$ cat config.mk
export PLATFORM = sky130hd
export DESIGN_NAME = uart_rx_flat
export DESIGN_NICKNAME = d
export VERILOG_FILES = /design/src/rtl/uart_rx_pkg.sv /design/src/rtl/uart_rx_if.sv /design/src/rtl/sync_2ff.sv /design/src/rtl/uart_rx.sv /design/src/flat_wrapper.sv
export SDC_FILE = /design/constraint.sdc
export NUM_CORES = 1
export LEC_CHECK = 0
export BUFFER_PORTS_ARGS = -buffer_cell sky130_fd_sc_hd__buf_2
export CAP_MARGIN = 20
export CORE_AREA = 3 3 53 104
export DETAILED_ROUTE_END_ITERATION = 16
export DIE_AREA = 0 0 56 107
export PLACE_DENSITY = 0.44
export SYNTH_ARGS = -nofsm -noshare
export SYNTH_HDL_FRONTEND = slang
export SYNTH_SLANG_ARGS = --single-unit
$ cat constraint.sdc
create_clock -name i_clk -period 2.4 [get_ports i_clk]
set_input_delay 0.24 -clock i_clk [delete_from_list [all_inputs] [get_ports i_clk]]
set_output_delay 0.24 -clock i_clk [all_outputs]
set_load 0.005 [all_outputs]
$ cat src/rtl/uart_rx_pkg.sv
// uart_rx_pkg: shared UART state encodings and default frame geometry
package uart_rx_pkg;
  localparam int DEF_OVERSAMPLE = 16;
  localparam int DEF_NB_DATA = 8;
  localparam int DEF_SB_TICK = 16;
  typedef enum logic [2:0] {ST_IDLE, ST_START, ST_DATA, ST_PARITY, ST_STOP} state_t;
endpackage

$ cat src/rtl/uart_rx_if.sv
// uart_rx_if: line-side inputs and byte-side outputs of the receiver (parity_err with UART_RX_PARITY_EN)
interface uart_rx_if #(parameter int NB_DATA = 8);
  logic tick;
  logic rx;
  logic [NB_DATA-1:0] data;
  logic rx_done;
  logic frame_err;
`ifdef UART_RX_PARITY_EN
  logic parity_err;
  modport master (output tick, rx, input data, rx_done, frame_err, parity_err);
  modport slave (input tick, rx, output data, rx_done, frame_err, parity_err);
`else
  modport master (output tick, rx, input data, rx_done, frame_err);
  modport slave (input tick, rx, output data, rx_done, frame_err);
`endif
endinterface

$ cat src/rtl/sync_2ff.sv
// sync_2ff: two-flop synchroniser for an asynchronous input with selectable reset value
module sync_2ff #(parameter logic RST_VAL = 1'b1) (
  input  logic i_clk,
  input  logic i_reset_n,
  input  logic i_d,
  output logic o_q
);
  logic meta;
  // shift the async input through two flops before anyone uses it
  always_ff @(posedge i_clk or negedge i_reset_n)
    if (!i_reset_n) {o_q, meta} <= {RST_VAL, RST_VAL};
    else {o_q, meta} <= {meta, i_d};
endmodule

$ cat src/rtl/uart_rx.sv
// uart_rx: 16x-oversampled UART receiver, LSB first, optional even parity via UART_RX_PARITY_EN
module uart_rx
  import uart_rx_pkg::*;
#(
  parameter int NB_DATA = DEF_NB_DATA,
  parameter int OVERSAMPLE = DEF_OVERSAMPLE,
  parameter int SB_TICK = DEF_SB_TICK
) (
  input logic i_clk,
  input logic i_reset_n,
  uart_rx_if.slave bus
);
  localparam int SW = ($clog2(SB_TICK) > $clog2(OVERSAMPLE)) ? $clog2(SB_TICK) : $clog2(OVERSAMPLE);
  localparam int NW = $clog2(NB_DATA);
  state_t state, state_n;
  logic rx_s;
  logic [SW-1:0] s_cnt, s_cnt_n;
  logic [NW-1:0] n_cnt, n_cnt_n;
  logic [NB_DATA-1:0] shift, shift_n, data_q, data_n;
  logic done_q, done_n, ferr_q, ferr_n;
  logic mid, bit_end, stop_end, last;
`ifdef UART_RX_PARITY_EN
  logic par, par_n, perr_q, perr_n;
  assign bus.parity_err = perr_q;
`endif
  sync_2ff #(.RST_VAL(1'b1)) u_sync (.i_clk(i_clk), .i_reset_n(i_reset_n), .i_d(bus.rx), .o_q(rx_s));
  assign mid = s_cnt == SW'(OVERSAMPLE / 2 - 1);
  assign bit_end = s_cnt == SW'(OVERSAMPLE - 1);
  assign stop_end = s_cnt == SW'(SB_TICK - 1);
  assign last = n_cnt == NW'(NB_DATA - 1);
  assign bus.data = data_q;
  assign bus.rx_done = done_q;
  assign bus.frame_err = ferr_q;
  // state and datapath registers; reset discards any partial frame
  always_ff @(posedge i_clk or negedge i_reset_n)
    if (!i_reset_n) begin
      state <= ST_IDLE;
      s_cnt <= '0;
      n_cnt <= '0;
      shift <= '0;
      data_q <= '0;
      done_q <= 1'b0;
      ferr_q <= 1'b0;
`ifdef UART_RX_PARITY_EN
      par <= 1'b0;
      perr_q <= 1'b0;
`endif
    end else begin
      state <= state_n;
      s_cnt <= s_cnt_n;
      n_cnt <= n_cnt_n;
      shift <= shift_n;
      data_q <= data_n;
      done_q <= done_n;
      ferr_q <= ferr_n;
`ifdef UART_RX_PARITY_EN
      par <= par_n;
      perr_q <= perr_n;
`endif
    end
  // frame sequencing: start is confirmed at mid-bit, everything else moves on bit/stop boundaries
  always_comb begin
    state_n = state;
    case (state)
      ST_IDLE: state_n = rx_s ? ST_IDLE : ST_START;
      ST_START: if (bus.tick && mid) state_n = rx_s ? ST_IDLE : ST_DATA;
`ifdef UART_RX_PARITY_EN
      ST_DATA: if (bus.tick && bit_end && last) state_n = ST_PARITY;
      ST_PARITY: if (bus.tick && bit_end) state_n = ST_STOP;
`else
      ST_DATA: if (bus.tick && bit_end && last) state_n = ST_STOP;
`endif
      ST_STOP: if (bus.tick && stop_end) state_n = ST_IDLE;
      default: state_n = ST_IDLE;
    endcase
  end
  // counters, shifter and output updates; nothing moves without a tick except idle start detection
  always_comb begin
    s_cnt_n = s_cnt;
    n_cnt_n = n_cnt;
    shift_n = shift;
    data_n = data_q;
    done_n = 1'b0;
    ferr_n = ferr_q;
`ifdef UART_RX_PARITY_EN
    par_n = par;
    perr_n = perr_q;
`endif
    case (state)
      ST_IDLE: s_cnt_n = '0;
      ST_START: if (bus.tick) begin
        s_cnt_n = mid ? '0 : s_cnt + 1'b1;
        n_cnt_n = '0;
      end
      ST_DATA: if (bus.tick) begin
        s_cnt_n = bit_end ? '0 : s_cnt + 1'b1;
        if (bit_end) begin
          shift_n = {rx_s, shift[NB_DATA-1:1]};
          n_cnt_n = last ? n_cnt : n_cnt + 1'b1;
        end
      end
`ifdef UART_RX_PARITY_EN
      ST_PARITY: if (bus.tick) begin
        s_cnt_n = bit_end ? '0 : s_cnt + 1'b1;
        if (bit_end) par_n = rx_s;
      end
`endif
      ST_STOP: if (bus.tick) begin
        s_cnt_n = stop_end ? '0 : s_cnt + 1'b1;
        if (stop_end) begin
          data_n = shift;
          ferr_n = ~rx_s;
          done_n = 1'b1;
`ifdef UART_RX_PARITY_EN
          perr_n = ^{shift, par};
`endif
        end
      end
      default: ;
    endcase
  end
endmodule

$ cat src/flat_wrapper.sv
// flat-port wrapper written by rule: the top's interface ports become plain ports
module uart_rx_flat import uart_rx_pkg::*;
#(
  parameter int NB_DATA = DEF_NB_DATA,
  parameter int OVERSAMPLE = DEF_OVERSAMPLE,
  parameter int SB_TICK = DEF_SB_TICK
)
  (i_clk, i_reset_n, bus_tick, bus_rx, bus_data, bus_rx_done, bus_frame_err);
  uart_rx_if #(.NB_DATA(NB_DATA)) bus_i ();
  input logic i_clk;
  input logic i_reset_n;
  input wire logic [$bits(bus_i.tick)-1:0] bus_tick;
  input wire logic [$bits(bus_i.rx)-1:0] bus_rx;
  output wire logic [$bits(bus_i.data)-1:0] bus_data;
  output wire logic [$bits(bus_i.rx_done)-1:0] bus_rx_done;
  output wire logic [$bits(bus_i.frame_err)-1:0] bus_frame_err;
  assign bus_i.tick = bus_tick;
  assign bus_i.rx = bus_rx;
  assign bus_data = bus_i.data;
  assign bus_rx_done = bus_i.rx_done;
  assign bus_frame_err = bus_i.frame_err;
  uart_rx #(.NB_DATA(NB_DATA), .OVERSAMPLE(OVERSAMPLE), .SB_TICK(SB_TICK)) u_core (.i_clk(i_clk), .i_reset_n(i_reset_n), .bus(bus_i));
endmodule
==> impl_results.md, run 1 <==
* Reg2reg path depth at 4
* Post-CTS Setup Inserts at 0
* Gate Count Post-Synth at around 110
* Critical Path AT at 2080 ps
* Max-cap violations at 0
* Req. time, crit path at roughly 2600 ps
* Fillers at 509
* CTS Sinks at 30
* Post-Syn Area per Cell at 12.9 µm²
* Synth Warn # at 0
* Antenna Nets Post-Route at 0
* Crit-path max FO at 9
* Drt first-iter violations at 13
* Cell Count, Final, Fillers Out at roughly 180
* Post-Synth Simple-Gate Area at 0.125
* Synth unique cells at 41
* Syn-to-layout area delta at 12.8%
* Placed insts at between 150 and 200
* Initial Util at 0.295
* Fin. max-slew vios at 0
* Root Buffer: clkbuf_8
* Diode count at 0
* Startpoint types: flop
* WL final at between 2000 and 3000 µm
* Worst path slowest cell: or3_1
* Vias in the first global route at around 950
* NumNets Final at ~130
* H-tree levels at 2
* Ys flop type: dfrtp_1
* Mapped cell area at ~1400 µm²
* EDFF count, synth at 0
* Final setup fails at 0
* Largest net degree at the start of global routing at 31
* Setup TNS Final at 0 ps
* Failing checks: negative hold slack
* Worst hold path type: in -> async
* Post-route DRC at 0
* Core area at between 4000 and 5000 µm²
* Async SR Flop Fraction at 1.00
* First-pass GRT wire length at between 4000 and 5000 µm
* Die height at 107 µm
* Kind of critical path: reg -> reg
* CP Cell Sequence: ha_1 > nand4_2 > or3_1 > mux2_4
* Top Ports at 14
* Final RePlAce weighted congestion at 0.798
* Relative slew margins at 0.569
* PortBufs at 13
* Status: complete, but fails checks
* TritonRoute pass-1 iters at 4
* Pwr/cell area at about 770 nW/µm²
* Wire per inst at around 14 µm
* Remaining Overflow, GRT at 0
* Share of layout cells above drive strength 1 at 0.333
* Min Tclk post-route at slightly below 2000 ps
* Vias at slightly above 900
* Hold Fails Final Rpt at 28
* CTS tree: yes
* FP Rows at 36
* Tightest Pin Transition at ~650 ps
* Multiplexer share of the synthesized area at 0.180
* HPWL after DPL at around 1900 µm
* Adder-Cell Fraction of Synth Area at 0.0262
* Worst vdd ir at between 0.0004 and 0.0005 V
* Antenna violations before repair at 0
* Total CTS buffers at 5
* GRT Total Usage at 0.0977
* Part of the Yosys area used for sequential elements at 0.525
* Main combinational cell family by area after synthesis: multiplexers
* Post-Synth XOR/XNOR Area at 0.00611
* Final clock skew at between 7 and 8 ps
* # resized after CTS at 0
* Critical Path End Type: flop
* Hold WS at -9.04 ps
* Compound-gate portion of the synthesized area at 0.0995
* RSZ-0062 raised after global routing: false
* DR vias/cell at 5.07
* CP peak stage delay at between 600 and 700 ps
* Yosys reg bits at 30
* Final period util at 0.802
* Static Leak at between 0.0008 and 0.0009 µW
* Chip Width at about 56 µm
* Post-CTS Hold Fix Bufs at 0
* Die area at 5990 µm²
* CTS clk-pin slew, worst paths at around 60 ps
* Mapped Nets at 118
* Clk buf depth at 2
* Clk_lat worst skew at ~270 ps
* Max Freq at around 0.52 GHz
[per-stage QoR]
step	power (µW)	util	setup WS, ps	area [µm²]	hold slack (ps)
after floorplan	795	-	696	1430	-55.6
after global placement	862	0.314	514	1530	295
after detailed placement	868	0.314	468	1530	302
after CTS	1280	0.333	459	1620	6.68
after global routing	1350	0.333	346	1620	34.7
final	1250	0.333	474	1620	-9.04
[final cells by class]
cell class                      instances  area, µm²  area share
Multi-Input combinational cell         72        626       0.387
Clock inverter                          1       5.00     0.00309
Clock buffer                            7       86.3      0.0534
Inverter                                3       11.3     0.00696
Timing Repair Buffer                   13       65.1      0.0402
Tap cell                               57       71.3      0.0441
Sequential cell                        30        753       0.466
[report_power, final]
part           leakage, µW  internal [µW]  switching (µW)
Combinational     0.000406            106             121
Sequential        0.000400            550            70.3
Clock            0.0000482            231             173
[registers in the layout, indices dropped and copies added (netlist names)]
signal,flops
u_core.u_sync.o_q,1
u_core.shift,8
u_core.bus.frame_err,1
u_core.bus.rx_done,1
u_core.s_cnt,4
u_core.state,3
u_core.n_cnt,3
u_core.u_sync.meta,1
u_core.bus.data,8
[logic make-up (layout without fill, tap and decap cells)]
logic type,count (synthesis),count (layout)
buf+inv,9,24
xor+xnor,1,1
mux,18,18
flops,30,30
fa+ha+maj,3,3
compound gates,21,21
simple gates,29,29
[final timing paths]
| check | slack, ps | endpoint | startpoint |
|---|---|---|---|
| setup / recovery | 470 | u_core.shift[6] | u_core.s_cnt[0] |
| hold / removal | -9 | u_core.bus.rx_done | i_reset_n |
| setup reg to reg | 470 | u_core.shift[6] | u_core.s_cnt[0] |
| hold reg to reg | 350 | u_core.u_sync.o_q | u_core.u_sync.meta |
| max in group asynchronous | 1990 | u_core.state[1] | i_reset_n |
| min in group i_clk | 70 | u_core.u_sync.meta | bus_rx |
[cells in the mapped netlist, types with 2 or more instances]
| library cell | n | share of area |
|---|---|---|
| a21oi_1 | 4 | 0.014 |
| a22o_1 | 2 | 0.012 |
| a31oi_1 | 2 | 0.0087 |
| and3_1 | 2 | 0.0087 |
| buf_2 | 2 | 0.0070 |
| buf_6 | 2 | 0.016 |
| dfrtp_1 | 28 | 0.49 |
| dfstp_2 | 2 | 0.037 |
| ha_1 | 3 | 0.026 |
| inv_1 | 2 | 0.0052 |
| mux2_4 | 15 | 0.16 |
| nand2_1 | 4 | 0.010 |
| nand2b_1 | 2 | 0.0087 |
| nand3_1 | 3 | 0.010 |
| nor2_1 | 5 | 0.013 |
| nor2b_1 | 2 | 0.0087 |
| o21ai_0 | 2 | 0.0070 |
| o21ai_1 | 3 | 0.010 |
| o311ai_1 | 2 | 0.012 |
| or3b_1 | 3 | 0.018 |
[cell usage in the layout (no fill, tap or decap), types with 2 or more instances in the layout]
master and instances:
o21ai_1 3, or3b_1 3, ha_1 3, and3_1 2
inv_1 2, nand2_1 4, a22o_1 2, nor2b_1 2
mux2_4 15, buf_2 13, dfrtp_1 28, a21oi_1 4
o21ai_0 2, o311ai_1 2, nor2_1 5, nand2b_1 2
nand3_1 3, a31oi_1 2, dfstp_2 2, clkbuf_8 6
[worst max-delay path: cells and delay by family (launching register included)]
family / cells / cell delay (ps)
fa+ha+maj: 1 / 280
flops: 1 / 380
mux: 1 / 370
simple gates: 2 / 770
[per-layer routing]
| layer | GRT usage | vias to the layer above | routed length (µm) |
|---|---|---|---|
| met5 | 0 | - | 0 |
| met4 | 0.0611 | 0 | 65 |
| met3 | 0.0229 | 6 | 115 |
| met2 | 0.173 | 23 | 1370 |
| met1 | 0.101 | 467 | 952 |
| li1 | - | 432 | - |
Power figures use the tool's default switching activity.
==> inputs of run 2 (changes only) <==
--- a/config.mk
+++ b/config.mk
@@ -5,12 +5,13 @@
 export SDC_FILE = /design/constraint.sdc
 export NUM_CORES = 1
 export LEC_CHECK = 0
+export ABC_AREA = 1
 export BUFFER_PORTS_ARGS = -buffer_cell sky130_fd_sc_hd__buf_2
 export CAP_MARGIN = 20
-export CORE_AREA = 3 3 53 104
+export CORE_AREA = 3 3 54 105
 export DETAILED_ROUTE_END_ITERATION = 16
-export DIE_AREA = 0 0 56 107
-export PLACE_DENSITY = 0.44
+export DIE_AREA = 0 0 57 108
+export PLACE_DENSITY = 0.43
 export SYNTH_ARGS = -nofsm -noshare
 export SYNTH_HDL_FRONTEND = slang
 export SYNTH_SLANG_ARGS = --single-unit
==> constraint.sdc (replaced) <==
create_clock -name i_clk -period 2 [get_ports i_clk]
set_input_delay 0.2 -clock i_clk [delete_from_list [all_inputs] [get_ports i_clk]]
set_output_delay 0.2 -clock i_clk [all_outputs]
set_load 0.005 [all_outputs]
==> run 2 against run 1 <==
  * The flow now finishes without violations
  * Register-to-register slack got worse by 40 ps
  * Count of clock-buffer cells in the layout decreased by 1
  * Power increased by 36%
  * Worst hold slack improved by 240 ps
  * Highest routed layer unchanged
  * Maximum frequency increased by 23%
==> impl_results.md, run 2 <==
* Status: finished, final reports clean (was complete, but fails checks)
* Initial Util at 0.291 (was 0.295)
* Antenna Nets Post-Route at 0 (unchanged)
* Final period util at 0.783 (was 0.802)
* CTS Sinks at 30 (unchanged)
* Final Util at 0.337 (was 0.333)
* Most common cell after layout, fill and taps aside: nand2_1 (was dfrtp_1)
* Diode count at 0 (unchanged)
* Register area at 753 µm² (unchanged)
* Die area at 6160 µm² (was 5990 µm²)
* Fin. max-slew vios at 0 (unchanged)
* Critical Path AT at 1740 ps (was 2080 ps)
* Root Buffer: clkbuf_8 (unchanged)
* Vias in the first global route at 1148 (was 945)
* Commonest non-fill, non-tap cells in the layout: nand2_1 (60), dfrtp_1 (28), inv_1 (17), buf_2 (13) (was dfrtp_1 (28), mux2_4 (15), buf_2 (13), clkbuf_8 (6), nor2_1 (5))
* Synth area leader: dfrtp_1 (unchanged)
* First-pass GRT wire length at 5200 µm (was 4520 µm)
* Final RePlAce weighted congestion at 0.727 (was 0.798)
* Top-area cell type share of the netlist area at 0.486 (was 0.489)
* NumNets Final at 191 (was 132)
* Switching share of power at 0.364 (was 0.291)
* Gate Count Post-Synth at 164 (was 111)
* Setup crit end: u_core.bus.data[7] (was u_core.shift[6])
* Final instance area at 1670 µm² (was 1620 µm²)
* Clk_lat worst skew at 280 ps (was 270 ps)
* Crit-path max FO at 17 (was 9)
* Post-Syn Area per Cell at 8.79 µm² (was 12.9 µm²)
* Reg2Reg Setup Slack at 430 ps (was 470 ps)
* Ys flop type: dfrtp_1 (unchanged)
* Startpoint types: flop (unchanged)
* Internal Pwr Total at 1080 µW (was 887 µW)
* Seq pwr share at 0.427 (was 0.496)
* Total Power at 1700 µW (was 1250 µW)
* RSZ-0062 raised after global routing: false (unchanged)
* Hold Fails Final Rpt at 0 (was 28)
* Reg2reg path depth at 9 (was 4)
* Top cells by area, synth: dfrtp_1 (49%), nand2_1 (16%), inv_1 (4.4%) (was dfrtp_1 (49%), mux2_4 (16%), dfstp_2 (3.7%))
* Relative slew margins at 0.545 (was 0.569)
* Drt first-iter violations at 25 (was 13)
* Min Tclk post-route at 1570 ps (was 1930 ps)
* Async SR Flop Fraction at 1.00 (unchanged)
* Top-count cell post-synth: nand2_1 (was dfrtp_1)
* Mapped cell area at 1440 µm² (was 1430 µm²)
* Max-cap violations at 0 (unchanged)
* Wire per inst at 12.5 µm (was 13.7 µm)
* EDFF count, synth at 0 (unchanged)
* Remaining Overflow, GRT at 0 (unchanged)
* PortBufs at 13 (unchanged)
* Yosys reg bits at 30 (unchanged)
* Synth unique cells at 23 (was 41)
* Worst R2R End: u_core.bus.data[7] (was u_core.shift[6])
* CTS clk-pin slew, worst paths at 70 ps (was 60 ps)
* Worst hold path type: in -> reg (was in -> async)
* Largest net degree at the start of global routing at 31 (unchanged)
* Static Leak at 0.000940 µW (was 0.000855 µW)
* H-tree levels at 2 (unchanged)
* Req. time, crit path at 2180 ps (was 2560 ps)
* NetSw at 619 µW (was 365 µW)
* Top Ports at 14 (unchanged)
* Most instantiated cells after synthesis: nand2_1 (60), dfrtp_1 (28), inv_1 (17), nand3_1 (11), o21ai_0 (11) (was dfrtp_1 (28), mux2_4 (15), nor2_1 (5), a21oi_1 (4), nand2_1 (4))
* Mapped Nets at 171 (was 118)
* Area after DPL at 1560 µm² (was 1530 µm²)
* Share of layout cells above drive strength 1 at 0.216 (was 0.333)
* Total CTS buffers at 5 (unchanged)
* TritonRoute pass-1 iters at 4 (unchanged)
* Kind of critical path: reg -> reg (unchanged)
* Tightest Pin Transition at 682 ps (was 646 ps)
* # resized after CTS at 0 (unchanged)
* Worst vdd ir at 0.000520 V (was 0.000429 V)
* Setup TNS Final at 0 ps (unchanged)
* Chip Width at 57 µm (was 56 µm)
* FP Rows at 36 (unchanged)
* Clk buf depth at 2 (unchanged)
* Fillers at 549 (was 509)
* Crit Reg-Reg Startpoint: u_core.s_cnt[0] (unchanged)
* Die height at 108 µm (was 107 µm)
* CP Launch Point: u_core.s_cnt[0] (unchanged)
* HPWL after DPL at 2300 µm (was 1890 µm)
* Synth Warn # at 0 (unchanged)
* DR vias/cell at 4.62 (was 5.07)
* Pwr/cell area at 1020 nW/µm² (was 774 nW/µm²)
* Post-CTS Setup Inserts at 0 (unchanged)
* Comb pwr share at 0.271 (was 0.182)
* Final clock skew at 11.2 ps (was 7.15 ps)
* Clk network pwr share at 0.302 (was 0.323)
* Part of the Yosys area used for sequential elements at 0.523 (was 0.525)
* GRT Total Usage at 0.112 (was 0.0977)
* Multi-input logic area at 588 µm² (was 626 µm²)
* CTS tree: yes (unchanged)
* WL final at 3010 µm (was 2510 µm)
* Final setup fails at 0 (unchanged)
* Vias at 1118 (was 928)
* Max Freq at 0.638 GHz (was 0.519 GHz)
* Antenna violations before repair at 0 (unchanged)
* Post-CTS Hold Fix Bufs at 2 (was 0)
* Syn-to-layout area delta at 15.9% (was 12.8%)
* Post-route DRC at 0 (unchanged)
* Core area at 4950 µm² (was 4860 µm²)
* Critical Path End Type: flop (unchanged)
-- run 2: cell types whose count changed after synthesis, moves of 3 or more --
cell     before  now
nand2_1       4   60
a21oi_1       4    1
o21ai_2       0    7
inv_1         2   17
o21ai_0       2   11
mux2_4       15    0
nand3_1       3   11
or3b_1        3    0
-- run 2: area by class of cell --
type	count	share of cell area
Sequential cell	30	0.451
Multi-Input combinational cell	112	0.352
Timing Repair Buffer	15	0.0509
Clock buffer	6	0.0494
Inverter	20	0.0464
Tap cell	57	0.0427
Clock inverter	2	0.00749
-- run 2: worst max-delay path, cell delays in order (launching register included) --
cell and delay (ps):
dfrtp_1 430, ha_1 250, nand2_2 80, clkinv_2 80, nand3_4 120, clkinv_2 80, nand2_4 190, inv_1 110
nand2_1 70, nand2_1 40
-- run 2: routing by layer --
metal | vias to the layer above | global-route usage | routed length (µm)
met1 | 532 | 0.108 | 1140
met3 | 7 | 0.0311 | 112
met5 | - | 0 | 0
li1 | 557 | - | -
met2 | 22 | 0.208 | 1690
met4 | 0 | 0.0614 | 75
-- run 2: power groups by stage --
stage               clock [µW]  sequential (µW)  combinational, µW
global route               560              736                544
floorplan                    0              724                354
CTS                        540              728                475
global placement             0              732                462
finish                     515              727                461
detailed placement           0              739                470
-- run 2: worst min-delay path by stage --
stage                          from                  to  slack, ps  cells past startpoint
after floorplan           i_reset_n  u_core.bus.data[0]       -100                      0
after global placement    i_reset_n     u_core.s_cnt[1]        280                      1
after detailed placement  i_reset_n     u_core.s_cnt[1]        290                      1
after CTS                  bus_tick     u_core.s_cnt[1]        230                      3
after global routing       bus_tick     u_core.s_cnt[1]        240                      3
final                      bus_tick     u_core.s_cnt[1]        230                      3
-- run 2: cells by family (layout without fill, tap and decap cells) --
| group | after synthesis | count (layout) | synth area share |
|---|---|---|---|
| AND/OR/NAND/NOR | 86 | 86 | 0.280 |
| flip-flops | 30 | 30 | 0.523 |
| AO/OA/AOI/OAI | 23 | 23 | 0.102 |
| buffers and inverters | 22 | 43 | 0.0694 |
| adder cells (fa/ha/maj) | 3 | 3 | 0.0260 |
-- run 2: metrics by stage --
step,hold WS [ps],cells,setup WS [ps]
finish,231,242,433
global route,238,242,306
CTS,225,242,424
detailed placement,285,232,438
global placement,276,232,527
floorplan,-95.6,164,637
==> inputs of run 3 (changes only) <==
--- a/config.mk
+++ b/config.mk
@@ -11,7 +11,7 @@
 export CORE_AREA = 3 3 54 105
 export DETAILED_ROUTE_END_ITERATION = 16
 export DIE_AREA = 0 0 57 108
-export PLACE_DENSITY = 0.43
+export PLACE_DENSITY = 0.45
 export SYNTH_ARGS = -nofsm -noshare
 export SYNTH_HDL_FRONTEND = slang
 export SYNTH_SLANG_ARGS = --single-unit
==> constraint.sdc (replaced) <==
create_clock -name i_clk -period 1.4 [get_ports i_clk]
set_input_delay 0.14 -clock i_clk [delete_from_list [all_inputs] [get_ports i_clk]]
set_output_delay 0.14 -clock i_clk [all_outputs]
set_load 0.005 [all_outputs]
==> run 3 against run 2 <==
  * Power up 41%
  * Worst setup slack worse by 370 ps
  * Core utilization up 2.1 points
  * Critical path type unchanged
  * Critical endpoint is now u_core.bus.data[5]
  * Largest cell class unchanged
  * Highest routed layer unchanged
==> impl_results.md, run 3 (same netlist as run 2, synthesis figures left out) <==
* Vias in the first global route at 1219 (was 1148)
* Hold Path Depth at 3 (unchanged)
* NumNets Final at 202 (was 191)
* Pwr/cell area at 1350 nW/µm² (was 1020 nW/µm²)
* Max Freq at 0.748 GHz (was 0.638 GHz)
* DR vias/cell at 4.72 (was 4.62)
* RSZ-0062 raised after global routing: true (was false)
* Worst R2R End: u_core.bus.data[5] (was u_core.bus.data[7])
* Kind of critical path: reg -> reg (unchanged)
* Initial Util at 0.291 (unchanged)
* Met1 wire length at 1110 µm (was 1140 µm)
* Final RePlAce weighted congestion at 0.752 (was 0.727)
* Reg2Reg Setup Slack at 60 ps (was 430 ps)
* TritonRoute pass-1 iters at 4 (unchanged)
* Root Buffer: clkbuf_8 (unchanged)
* Die area at 6160 µm² (unchanged)
* Setup TNS Final at 0 ps (unchanged)
* Hold path startpoint: bus_tick (unchanged)
* Worst Hold End: u_core.s_cnt[1] (unchanged)
* Fin. max-slew vios at 0 (unchanged)
* Worst hold path type: in -> reg (unchanged)
* Hold WS at 208 ps (was 231 ps)
* Worst vdd ir at 0.000583 V (was 0.000520 V)
* Multi-input logic area at 604 µm² (was 588 µm²)
* Antenna violations before repair at 0 (unchanged)
* PortBufs at 13 (unchanged)
* Relative slew margins at 0.559 (was 0.545)
* WL final at 3140 µm (was 3010 µm)
* WL met3 at 77 µm (was 112 µm)
* Core area at 4950 µm² (unchanged)
* GRT Total Usage at 0.114 (was 0.112)
* Final clock skew at 8.69 ps (was 11.2 ps)
* Fillers at 536 (was 549)
* Setup slack at placement at 10.2 ps (was 438 ps)
* Area after DPL at 1630 µm² (was 1560 µm²)
* Min Tclk post-route at 1340 ps (was 1570 ps)
* Share of layout cells above drive strength 1 at 0.255 (was 0.216)
* Diode count at 0 (unchanged)
* Slack of the critical path at 62.7 ps (was 433 ps)
* Static Leak at 0.000991 µW (was 0.000940 µW)
* FP Rows at 36 (unchanged)
* Final setup fails at 0 (unchanged)
* Critical Path AT at 1500 ps (was 1740 ps)
* Chip Width at 57 µm (unchanged)
* First-pass GRT wire length at 5380 µm (was 5200 µm)
* Antenna Nets Post-Route at 0 (unchanged)
* Post-route DRC at 0 (unchanged)
* CP peak stage delay at 350 ps (was 430 ps)
* CTS tree: yes (unchanged)
* Die height at 108 µm (unchanged)
* Largest net degree at the start of global routing at 31 (unchanged)
* Clk_lat worst skew at 280 ps (about the same)
* Top sig layer: met4 (unchanged)
* Clk buf depth at 2 (unchanged)
* Worst path slowest cell: dfrtp_1 (unchanged)
* Startpoint types: flop (unchanged)
* Commonest non-fill, non-tap cells in the layout: nand2_1 (60), dfrtp_1 (28), inv_1 (17), buf_2 (13), nand3_1 (11) (was nand2_1 (60), dfrtp_1 (28), inv_1 (17), buf_2 (13))
* Top Ports at 14 (unchanged)
* Reg2reg path depth at 9 (unchanged)
* Final period util at 0.955 (was 0.783)
* Tightest Pin Transition at 662 ps (was 682 ps)
* H-tree levels at 2 (unchanged)
* Register area at 753 µm² (unchanged)
* Final instance area at 1780 µm² (was 1670 µm²)
* Vias at 1195 (was 1118)
* HPWL after DPL at 2400 µm (was 2300 µm)
* Req. time, crit path at 1560 ps (was 2180 ps)
* Status: finished, final reports clean (unchanged)
* Max-cap violations at 0 (unchanged)
* Drt first-iter violations at 15 (was 25)
* Met2 wire len at 1840 µm (was 1690 µm)
* Most common cell after layout, fill and taps aside: nand2_1 (unchanged)
* Crit-path max FO at 10 (was 17)
* Crit Reg-Reg Startpoint: u_core.s_cnt[1] (was u_core.s_cnt[0])
* CP Cell Sequence: ha_2 > nand2_2 > inv_4 > nand3_4 > clkinv_2 > nand2_4 > buf_12 > nand2_1 > o21ai_2 (was ha_1 > nand2_2 > clkinv_2 > nand3_4 > clkinv_2 > nand2_4 > inv_1 > nand2_1 > nand2_1)
* CTS clk-pin slew, worst paths at 60 ps (was 70 ps)
* Total CTS buffers at 5 (unchanged)
* Hold Fails Final Rpt at 0 (unchanged)
* CTS Sinks at 30 (unchanged)
* Syn-to-layout area delta at 23.3% (was 15.9%)
* Critical Path End Type: flop (unchanged)
* Remaining Overflow, GRT at 0 (unchanged)
* Wire per inst at 12.4 µm (was 12.5 µm)
## run 3: cell count changes in the layout (fill, tap and decap cells not counted), moves of 2 or more
cell      before  now
ha_2           0    2
o21ai_0       11    9
ha_1           3    1
o21ai_1        2    4
buf_12         0    2
clkbuf_1       0    3
clkinv_2       3    1
buf_4          0    7
## run 3: how the worst max path moves through the flow
| stage | from | endpoint | cells past startpoint |
|---|---|---|---|
| 3_5_place_dp | u_core.s_cnt[0] | u_core.shift[4] | 7 |
| 2_1_floorplan | u_core.s_cnt[0] | u_core.bus.data[6] | 9 |
| 5_1_grt | u_core.s_cnt[1] | u_core.shift[3] | 8 |
| 3_3_place_gp | u_core.s_cnt[1] | u_core.bus.data[3] | 9 |
| 6_report | u_core.s_cnt[1] | u_core.bus.data[5] | 9 |
| 4_1_cts | u_core.s_cnt[0] | u_core.shift[4] | 7 |
## run 3: area by class of cell
type                       instances  area share
clock buffer                       8      0.0451
timing repair buffer              25       0.106
multi-input combinational        113       0.340
sequential                        30       0.424
inverter                          20      0.0444
tap                               57      0.0401
## run 3: report_power, final
| group | internal, µW | leakage [µW] | switching (µW) |
|---|---|---|---|
| clock network | 352 | 0.0000395 | 292 |
| registers | 949 | 0.000376 | 73.6 |
| logic | 246 | 0.000576 | 488 |
## run 3: critical path, delay by kind of cell, from the launching register on
family / cells / cell delay [ps]
compound gates: 1 / 50
buf+inv: 3 / 320
fa+ha+maj: 1 / 190
flops: 1 / 350
simple gates: 4 / 330
## run 3: routing by layer
layer | global-route usage | vias to the layer above
li1 | - | 591
met1 | 0.108 | 576
met2 | 0.216 | 18
met3 | 0.0203 | 10
met4 | 0.0697 | 0
met5 | 0 | -
## run 3: what timing repair did
item / CTS / global route
hold buffers: 2 / 0
resized for setup: 0 / 6
endpoints found under the setup margin: 0 / 18
endpoints found under the hold margin: 29 / 0
setup buffers: 0 / 4
## run 3: per-stage QoR
step                      utilization  power, µW  instances
final                           0.359       2400        253
after global routing            0.359       2590        253
after CTS                       0.348       2440        248
after detailed placement        0.328       1770        238
after global placement          0.328       1750        238
after floorplan                     -       1540        164
